`config.mk`:
```
export PLATFORM = sky130hd
export DESIGN_NAME = mips_multicycle_ctrl
export DESIGN_NICKNAME = d
export VERILOG_FILES = /design/src/rtl/mips_ctrl_pkg.sv /design/src/rtl/mips_ctrl_outdec.sv /design/src/rtl/mips_multicycle_ctrl.sv
export SDC_FILE = /design/constraint.sdc
export NUM_CORES = 1
export LEC_CHECK = 0
export ABC_AREA = 1
export BUFFER_PORTS_ARGS = -buffer_cell sky130_fd_sc_hd__buf_4
export CAP_MARGIN = 20
export CORE_MARGIN = 2
export CORE_UTILIZATION = 49
export CTS_CLUSTER_DIAMETER = 120
export DETAILED_ROUTE_END_ITERATION = 6
export PLACE_DENSITY = 0.77
export SLEW_MARGIN = 25
export SYNTH_ARGS = -nofsm -noshare
export SYNTH_HDL_FRONTEND = slang
export SYNTH_HIERARCHICAL = 1
export SYNTH_SLANG_ARGS = --single-unit
```
`constraint.sdc`:
```
create_clock -name clk -period 1.9 [get_ports clk]
set_input_delay 0.38 -clock clk [delete_from_list [all_inputs] [get_ports clk]]
set_output_delay 0.38 -clock clk [all_outputs]
set_load 0.01 [all_outputs]
```
`src/rtl/mips_ctrl_pkg.sv`:
```
// Shared encodings for the multi-cycle MIPS main control FSM:
// state codes, opcodes, ALUop / mux-select values and the control word.
package mips_ctrl_pkg;

  typedef enum logic [3:0] {
    S_IDLE     = 4'd0,
    S_FETCH    = 4'd1,
    S_DECODE   = 4'd2,
    S_MEM_ADDR = 4'd3,
    S_MEM_RD   = 4'd4,
    S_MEM_WB   = 4'd5,
    S_MEM_WR   = 4'd6,
    S_EXEC_R   = 4'd7,
    S_R_WB     = 4'd8,
    S_BRANCH   = 4'd9,
    S_EXEC_I   = 4'd10,
    S_I_WB     = 4'd11,
    S_JUMP     = 4'd12,
    S_HALT     = 4'd13
  } state_t;

  localparam logic [3:0] OP_R    = 4'd0;
  localparam logic [3:0] OP_LW   = 4'd1;
  localparam logic [3:0] OP_SW   = 4'd2;
  localparam logic [3:0] OP_BEQ  = 4'd3;
  localparam logic [3:0] OP_ADDI = 4'd4;
  localparam logic [3:0] OP_ANDI = 4'd5;
  localparam logic [3:0] OP_J    = 4'd6;

  localparam logic [1:0] ALUOP_ADD  = 2'b11;
  localparam logic [1:0] ALUOP_SUB  = 2'b10;
  localparam logic [1:0] ALUOP_IMM  = 2'b01;
  localparam logic [1:0] ALUOP_FUNC = 2'b00;

  localparam logic [1:0] ASB_REG_B   = 2'b00;
  localparam logic [1:0] ASB_FOUR    = 2'b01;
  localparam logic [1:0] ASB_IMM     = 2'b10;
  localparam logic [1:0] ASB_IMM_SH2 = 2'b11;

  localparam logic [1:0] PCS_ALU    = 2'b00;
  localparam logic [1:0] PCS_ALUOUT = 2'b01;
  localparam logic [1:0] PCS_JUMP   = 2'b10;

  typedef struct packed {
    logic       mem_read;
    logic       mem_write;
    logic       i_or_d;
    logic       ir_write;
    logic       pc_write;
    logic       pc_write_cond;
    logic [1:0] pc_source;
    logic       alu_src_a;
    logic [1:0] alu_src_b;
    logic [1:0] alu_op;
    logic       reg_dst;
    logic       mem_to_reg;
    logic       reg_write;
    logic       instr_done;
    logic       illegal;
    logic       halted;
  } ctrl_word_t;

endpackage

```
`src/rtl/mips_ctrl_outdec.sv`:
```
// Control-word decoder: maps the current FSM state (plus latched opcode and
// the memory handshake) onto every datapath strobe.
module mips_ctrl_outdec
  import mips_ctrl_pkg::*;
#(
  parameter int OPCODE_W = 4
) (
  input  state_t              state,
  input  logic [OPCODE_W-1:0] opcode,
  input  logic [OPCODE_W-1:0] op_q,
  input  logic                mem_ready,
  output ctrl_word_t          cw
);

  // Moore decode; only FETCH/MEM_WR strobes qualify on mem_ready
  always_comb begin
    cw = '0;
    case (state)
      S_FETCH: begin
        cw.mem_read  = 1'b1;
        cw.alu_src_b = ASB_FOUR;
        cw.alu_op    = ALUOP_ADD;
        cw.pc_source = PCS_ALU;
        if (mem_ready) begin
          cw.ir_write = 1'b1;
          cw.pc_write = 1'b1;
        end else begin
          cw.ir_write = 1'b0;
          cw.pc_write = 1'b0;
        end
      end
      S_DECODE: begin
        cw.alu_src_b = ASB_IMM_SH2;
        cw.alu_op    = ALUOP_ADD;
        cw.illegal   = (opcode > OPCODE_W'(OP_J));
      end
      S_MEM_ADDR: begin
        cw.alu_src_a = 1'b1;
        cw.alu_src_b = ASB_IMM;
        cw.alu_op    = ALUOP_ADD;
      end
      S_MEM_RD: begin
        cw.mem_read = 1'b1;
        cw.i_or_d   = 1'b1;
      end
      S_MEM_WB: begin
        cw.reg_write  = 1'b1;
        cw.mem_to_reg = 1'b1;
        cw.instr_done = 1'b1;
      end
      S_MEM_WR: begin
        cw.mem_write  = 1'b1;
        cw.i_or_d     = 1'b1;
        cw.instr_done = mem_ready;
      end
      S_EXEC_R: begin
        cw.alu_src_a = 1'b1;
        cw.alu_src_b = ASB_REG_B;
        cw.alu_op    = ALUOP_FUNC;
      end
      S_R_WB: begin
        cw.reg_write  = 1'b1;
        cw.reg_dst    = 1'b1;
        cw.instr_done = 1'b1;
      end
      S_BRANCH: begin
        cw.alu_src_a     = 1'b1;
        cw.alu_src_b     = ASB_REG_B;
        cw.alu_op        = ALUOP_SUB;
        cw.pc_write_cond = 1'b1;
        cw.pc_source     = PCS_ALUOUT;
        cw.instr_done    = 1'b1;
      end
      S_EXEC_I: begin
        cw.alu_src_a = 1'b1;
        cw.alu_src_b = ASB_IMM;
        cw.alu_op    = (op_q == OPCODE_W'(OP_ANDI)) ? ALUOP_IMM : ALUOP_ADD;
      end
      S_I_WB: begin
        cw.reg_write  = 1'b1;
        cw.instr_done = 1'b1;
      end
      S_JUMP: begin
        cw.pc_write   = 1'b1;
        cw.pc_source  = PCS_JUMP;
        cw.instr_done = 1'b1;
      end
      S_HALT: begin
        cw.halted = 1'b1;
      end
      default: begin
        cw = '0;
      end
    endcase
  end

endmodule

```
`src/rtl/mips_multicycle_ctrl.sv`:
```
// Multi-cycle MIPS main control FSM: sequences each instruction, drives the
// datapath strobes and sig_ALUop for ALUcontrol, and counts retired instructions.
module mips_multicycle_ctrl
  import mips_ctrl_pkg::*;
#(
  parameter int OPCODE_W     = 4,
  parameter int CNT_W        = 32,
  parameter int ILLEGAL_TRAP = 0
) (
  input  logic                clk,
  input  logic                rst_n,
  input  logic [OPCODE_W-1:0] opcode,
  input  logic                zero,
  input  logic                mem_ready,
  output logic                mem_read,
  output logic                mem_write,
  output logic                i_or_d,
  output logic                ir_write,
  output logic                pc_en,
  output logic [1:0]          pc_source,
  output logic                alu_src_a,
  output logic [1:0]          alu_src_b,
  output logic [1:0]          sig_ALUop,
  output logic                reg_dst,
  output logic                mem_to_reg,
  output logic                reg_write,
  output logic                instr_done,
  output logic                illegal,
  output logic                halted,
  output logic [CNT_W-1:0]    retired
);

  state_t              state_r;
  state_t              state_nxt_s;
  logic [OPCODE_W-1:0] op_q;
  logic [CNT_W-1:0]    retired_r;
  ctrl_word_t          cw_s;

  mips_ctrl_outdec #(.OPCODE_W(OPCODE_W)) u_outdec (
    .state     (state_r),
    .opcode    (opcode),
    .op_q      (op_q),
    .mem_ready (mem_ready),
    .cw        (cw_s)
  );

  // Next-state selection
  always_comb begin
    state_nxt_s = state_r;
    case (state_r)
      S_IDLE:     state_nxt_s = S_FETCH;
      S_FETCH:    state_nxt_s = mem_ready ? S_DECODE : S_FETCH;
      S_DECODE: begin
        case (opcode)
          OPCODE_W'(OP_R):                     state_nxt_s = S_EXEC_R;
          OPCODE_W'(OP_LW), OPCODE_W'(OP_SW):  state_nxt_s = S_MEM_ADDR;
          OPCODE_W'(OP_BEQ):                   state_nxt_s = S_BRANCH;
          OPCODE_W'(OP_ADDI), OPCODE_W'(OP_ANDI): state_nxt_s = S_EXEC_I;
          OPCODE_W'(OP_J):                     state_nxt_s = S_JUMP;
          default: state_nxt_s = (ILLEGAL_TRAP != 0) ? S_HALT : S_FETCH;
        endcase
      end
      S_MEM_ADDR: state_nxt_s = (op_q == OPCODE_W'(OP_SW)) ? S_MEM_WR : S_MEM_RD;
      S_MEM_RD:   state_nxt_s = mem_ready ? S_MEM_WB : S_MEM_RD;
      S_MEM_WR:   state_nxt_s = mem_ready ? S_FETCH : S_MEM_WR;
      S_EXEC_R:   state_nxt_s = S_R_WB;
      S_EXEC_I:   state_nxt_s = S_I_WB;
      S_MEM_WB, S_R_WB, S_I_WB, S_BRANCH, S_JUMP: state_nxt_s = S_FETCH;
      S_HALT:     state_nxt_s = S_HALT;
      default:    state_nxt_s = S_IDLE;
    endcase
  end

  // State, latched opcode and retired-instruction counter
  always_ff @(posedge clk or negedge rst_n) begin
    if (!rst_n) begin
      state_r   <= S_IDLE;
      op_q      <= '0;
      retired_r <= '0;
    end else begin
      state_r <= state_nxt_s;
      if (state_r == S_DECODE) begin
        op_q <= opcode;
      end else begin
        op_q <= op_q;
      end
      if (cw_s.instr_done) begin
        retired_r <= retired_r + CNT_W'(1);
      end else begin
        retired_r <= retired_r;
      end
    end
  end

  assign mem_read   = cw_s.mem_read;
  assign mem_write  = cw_s.mem_write;
  assign i_or_d     = cw_s.i_or_d;
  assign ir_write   = cw_s.ir_write;
  assign pc_en      = cw_s.pc_write | (cw_s.pc_write_cond & zero);
  assign pc_source  = cw_s.pc_source;
  assign alu_src_a  = cw_s.alu_src_a;
  assign alu_src_b  = cw_s.alu_src_b;
  assign sig_ALUop  = cw_s.alu_op;
  assign reg_dst    = cw_s.reg_dst;
  assign mem_to_reg = cw_s.mem_to_reg;
  assign reg_write  = cw_s.reg_write;
  assign instr_done = cw_s.instr_done;
  assign illegal    = cw_s.illegal;
  assign halted     = cw_s.halted;
  assign retired    = retired_r;

endmodule
```
=== Word-level counts from Yosys, hierarchy flattened ===
Cells that the tools add are included.

* Add/subtract/negate cells: 1
* $lt $le $gt $ge: 1
* Equal/unequal tests: 21
* Mux-type cells: 23
* Bitwise gates (word level): 2
* Reduce and logical (&&, ||, !) cells: 10

{| class="wikitable"
|+ Operator list
! cell !! count
|-
| one-hot mux 4 bit (5 select lines) || 2
|-
| one-hot mux 4 bit (9 select lines) || 1
|-
| adder 32 x 1 -> 32 bit, second input constant || 1
|-
| equality test 4 x 3 -> 1 bit, second input constant || 8
|-
| equality test 4 bit, second input constant || 6
|-
| equality test 4 x 2 -> 1 bit, second input constant || 5
|-
| two-way mux 1 bit || 12
|-
| equality test 4 x 1 -> 1 bit, second input constant || 2
|-
| zero test 4 bit || 2
|-
| two-way mux 2 bit || 4
|-
| OR reduction 2 bit || 4
|-
| OR reduction 6 bit || 1
|-
| OR reduction 5 bit || 1
|-
| greater-than comparator 4 x 3 -> 1 bit, second input constant || 1
|-
| one-hot mux 1 bit (2 select lines) || 2
|-
| one-hot mux 2 bit (2 select lines) || 1
|-
| OR reduction 4 bit || 1
|-
| two-way mux 3 bit || 1
|-
| OR reduction 3 bit || 1
|-
| AND 1 bit || 1
|-
| bitwise OR 1 bit || 1
|}

* Register bits after elaboration: 40
* Input bits: 8
* Output and inout port bits: 50
* Word-level logic and storage cells: 61

=== Depth between registers and ports, before layout ===
* Depth in word-level cells: 4
* Mapped depth: 15
* Gate-level depth less buffers: 14

=== Hierarchy ===
The synthesis kept the hierarchy.

{| class="wikitable"
|+ Modules (own cells, without submodules)
! module !! instances !! cells each !! area an instance (um^2)
|-
| mips_multicycle_ctrl || 1 || 272 || 2222.1
|-
| mips_ctrl_outdec || 1 || 55 || 232.7
|}

=== Worst setup path after synthesis ===
Ideal clock, no wire load.

* Path kind: register -> register
* From: register state_r[0]
* To: register retired_r[22], in the netlist retired[22]
* Setup time: 0.126 ns
* Arrival: 1.859 ns
* Data required time: 1.774 ns
* Path slack: -0.085 ns
* Stages on the path, launching flop included: 14
* Clock period less this slack: 1.985 ns
* Cells stage by stage: dfrtp_1 > inv_1 > nor2_2 > nand2_1 > nand2_1 > inv_1 > nand2_1 > buf_4 > nand3_2 > nor2_2 > nand2_2 > nor2_4 > nand2_1 > xnor2_1

* Word-level cells in the longest chain between the ends: 3
* Elaborated cells between the ends (all ways): 8
* Classes of those cells: eq/ne (6); mux (1); reduce/logical (1)

{| class="wikitable"
|+ Ends and longest elaborated chain
! element !! RTL line !! source
|-
| start: declaration || mips_multicycle_ctrl.sv:33 || <nowiki>state_t state_r;</nowiki>
|-
| start signal: assignment || mips_multicycle_ctrl.sv:81 || <nowiki>state_r <= state_nxt_s;</nowiki>
|-
| equality test 4 bit or equality test 4 x 3 -> 1 bit (tied branches) || mips_ctrl_outdec.sv:18 || <nowiki>case (state)</nowiki>
|-
| OR reduction 5 bit (no source line) || - ||
|-
| one-hot mux 1 bit (2 select lines) (*) || mips_ctrl_outdec.sv:18 ||
|-
| named net instr_done || mips_multicycle_ctrl.sv:27 || <nowiki>output logic instr_done,</nowiki>
|-
| end signal: assignment || mips_multicycle_ctrl.sv:88 || <nowiki>retired_r <= retired_r + CNT_W'(1);</nowiki>
|-
| end signal: assignment || mips_multicycle_ctrl.sv:90 || <nowiki>retired_r <= retired_r;</nowiki>
|-
| end: declaration || mips_multicycle_ctrl.sv:36 || <nowiki>logic [CNT_W-1:0] retired_r;</nowiki>
|}

Mark *: on every way through the listed nets, which the timed path passes. The rest lies on a longest branch.
A chain may end at the register's enable or synchronous reset.

=== Worst setup path after layout ===
* From: register state_r[2]
* To: register retired_r[26], in the netlist retired[26]

* Word-level cells in the longest chain between the ends: 3
* Elaborated cells between the ends (all ways): 8
* Classes of those cells: eq/ne (6); mux (1); reduce/logical (1)

{| class="wikitable"
|+ Ends and longest elaborated chain
! element !! RTL line
|-
| equality test 4 bit or equality test 4 x 3 -> 1 bit (tied branches) || mips_ctrl_outdec.sv:18
|-
| OR reduction 5 bit (no source line) || -
|-
| one-hot mux 1 bit (2 select lines) (*) || mips_ctrl_outdec.sv:18
|}

Every way passes the cells marked *; elsewhere a longest branch is shown, timed or not.

==> metrics <==
gr usage total 0.2308; required time worst endpoint 2.08 ns; status finished, violations left; multiplexer share of the synthesized area 0; FF-to-FF setup slack -0.06 ns; drt pass-1 iters 5; clk_skew 0.007866 ns; Area Overhead vs Synth 34.66%; area leader, netlist dfrtp_1; M1 wire length 2.648 mm; final wirelength 6.161 mm; largest family of logic cells by synthesized area simple AND/OR/NAND/NOR gates; first-pass GRT wire length 9.873 mm; largest net degree at the start of global routing 41; CTS tree done; met2 wire len 3.070 mm; post-synthesis register bit count 40; CTS Sinks 40; WL/cell 12.92 um; synth warn 6; number of global-route vias before repair 2238; area of the multi-input gates 0.001374 sq mm; Crit-path slowest cell dfrtp_2; library cells used by synthesis 29; Commonest cells post-synth nand2_1, dfrtp_1, inv_1; GP Congestion 0.8957; cell area after synthesis 0.002455 sq mm; P_leak 1.785 nW; Worst setup SP type flop; CTS buffer count 5; Initial Util 0.5129; vias 2437; met3 wire length 319 um; worst setup path startpoint state_r[2]$_DFF_PN0_; clock tree buffer depth 2; clk_lat worst skew between 0.2 and 0.3 ns; # diodes 0; CP Class reg2reg; Yosys top cell area share 0.4077; Final Hold Fails 0; Via density 5.109; Adder-Cell Fraction of Synth Area 0.005097; pwr/cell area around 970 mW/mm^2; Final setup viols 1; DRC viols 0; DR top layer met4; Worst Slack Setup Final -0.05548 ns; Worst setup EP type flop; worst path cell trace inv_2 -> nor2_4 -> nand2_2 -> nor2_2 -> nor2_2 -> nand2_2 -> buf_4 -> nand3_2 -> nor2_4 -> nand2_4 -> nor2_4 -> nand2_4 -> o21ai_1 -> nand2_1; PortBufs 57; Post-synth ARST share 1.000; Setup WS pre-CTS 0.02019 ns; Post-Synthesis Cells 327; FF-to-FF path depth 14; antenna-violating nets left 0; CP Max Fanout 5; top post-synthesis cells by area dfrtp_1, nand2_1, inv_1, nor2_1, nand3_1; I/O Pins 58; initial drt markers 124; Slew @ Worst Pin 0.4972 ns; relative slew slack 0.6685; max_cap viols 0; CP endpoint retired[26]$_DFFE_PN0P_; CTS Root Cell clkbuf_8; family with the most delay on the worst path simple AND/OR/NAND/NOR gates; Post-synth EDFFs 0; Largest stage delay, worst path 0.44 ns; clock slew at reported path FFs 0.08 ns; DIE HEIGHT 74.78 um; ratio of cells with drive above 1 in the final layout 0.3268; Avg Synthesized Cell Area 7.507 sq um; compound-gate portion of the synthesized area 0.02803; HP Class in2async; Worst R2R End retired[26]$_DFFE_PN0P_; CP most frequent cell nor2_4; fin util 0.6907; period utilisation layout 1.029; Die X-Extent 74.78 um; Post-Synth Simple-Gate Area 0.4098; startpoint of the worst register-to-register path state_r[2]$_DFF_PN0_; WP buf/inv 2; core area approximately 0.0048 sq mm; xor and xnor area share after synthesis 0.08206; failing checks negative setup slack; hpwl dp 4.620 mm; CP Data Arrival Time 2.14 ns; top_reg_cell synth dfrtp_1; Final nets 418; Tmin final 1.955 ns; register area around 0.0010 sq mm; Post-Synthesis Net Count roughly 340; most common cell in the netlist nand2_1; GRT overflow 0; H-tree depth 2; CP Depth 14; initial antenna violation count 0; Worst VDD drop 0.5884 mV; num rows 25; sequential area share after synthesis 0.4077; RSZ-0062 raised after global routing true; max-slew violations 0; Die ar. around 0.0056 sq mm; fmax between 500 and 600 MHz; # fillers 393
==> report_power, final <==
| group | leakage (nW) | internal [mW] | switching (mW) |
|---|---|---|---|
| Sequential | 0.525 | 0.983 | 0.174 |
| Combinational | 1.21 | 0.620 | 0.739 |
| Clock | 0.0552 | 0.390 | 0.301 |
| Total | 1.78 | 1.99 | 1.21 |
==> worst min path at each step <==
stage                                   end  slack (ns)
floorplan               op_q[0]$_DFFE_PN0P_        0.08
global placement     retired[1]$_DFFE_PN0P_        0.38
detailed placement   retired[2]$_DFFE_PN0P_        0.38
CTS                  retired[5]$_DFFE_PN0P_        0.07
global route         retired[5]$_DFFE_PN0P_        0.08
finish              retired[11]$_DFFE_PN0P_        0.05
==> placed cells by master (no fill, tap or decap), drive strengths merged, types with 6 or more instances in the layout <==
cell	netlist	layout
dfrtp	40	40
nand2	106	106
nor3	8	8
xor2	12	12
buf	1	76
inv	42	42
nand3	25	25
xnor2	11	11
clkbuf	0	6
nor2	52	52
nand4	9	9
==> cell families (layout without fill, tap and decap cells) <==
logic type                 Yosys count  in the layout
xor gates and xnor gates            23             23
DFF                                 40             40
adders and majority gates            1              1
buffers and inverters               43            126
and+or+nand+nor                    208            208
AOI/OAI and AO/OA                   12             12
==> flip-flops by register name (all words and copies together) (netlist names) <==
signal and count:
op_q 4, retired 32, state_r 4
==> routing by layer <==
layer | up-vias | global-route usage
met3 | 15 | 0.04418
met4 | 0 | 0.08532
li1 | 1188 | -
met1 | 1155 | 0.3043
met2 | 79 | 0.3795
met5 | - | 0
==> stage by stage <==
step / power (mW) / std cells / TNS [ns] / hold WS (ns) / cell area, sq um
after floorplan: 1.808 / 327 / 0 / 0.08441 / 2465
after global placement: 2.343 / 462 / 0 / 0.3821 / 3055
after detailed placement: 2.371 / 462 / 0 / 0.3809 / 3055
after CTS: 3.110 / 473 / -0.009711 / 0.06636 / 3193
after global routing: 3.414 / 477 / -0.8940 / 0.07825 / 3306
final: 3.208 / 477 / -0.05548 / 0.05239 / 3306
==> what timing repair did <==
item | 4_1_cts | 5_1_grt
endpoints found under the setup margin | 2 | 21
gates resized for setup | 3 | 24
pin swaps | 1 | 12
hold buffers | 0 | 0
buffers inserted | 3 | 4
==> final cells by class <==
type | instances | area share
flip-flops and latches | 40 | 0.3043
clock buffers | 6 | 0.02195
multi-input cells | 244 | 0.4156
repair buffers | 76 | 0.1737
clock inverters | 2 | 0.01060
well taps | 67 | 0.02536
inverters | 42 | 0.04845
Power figures use the tool's default switching activity.
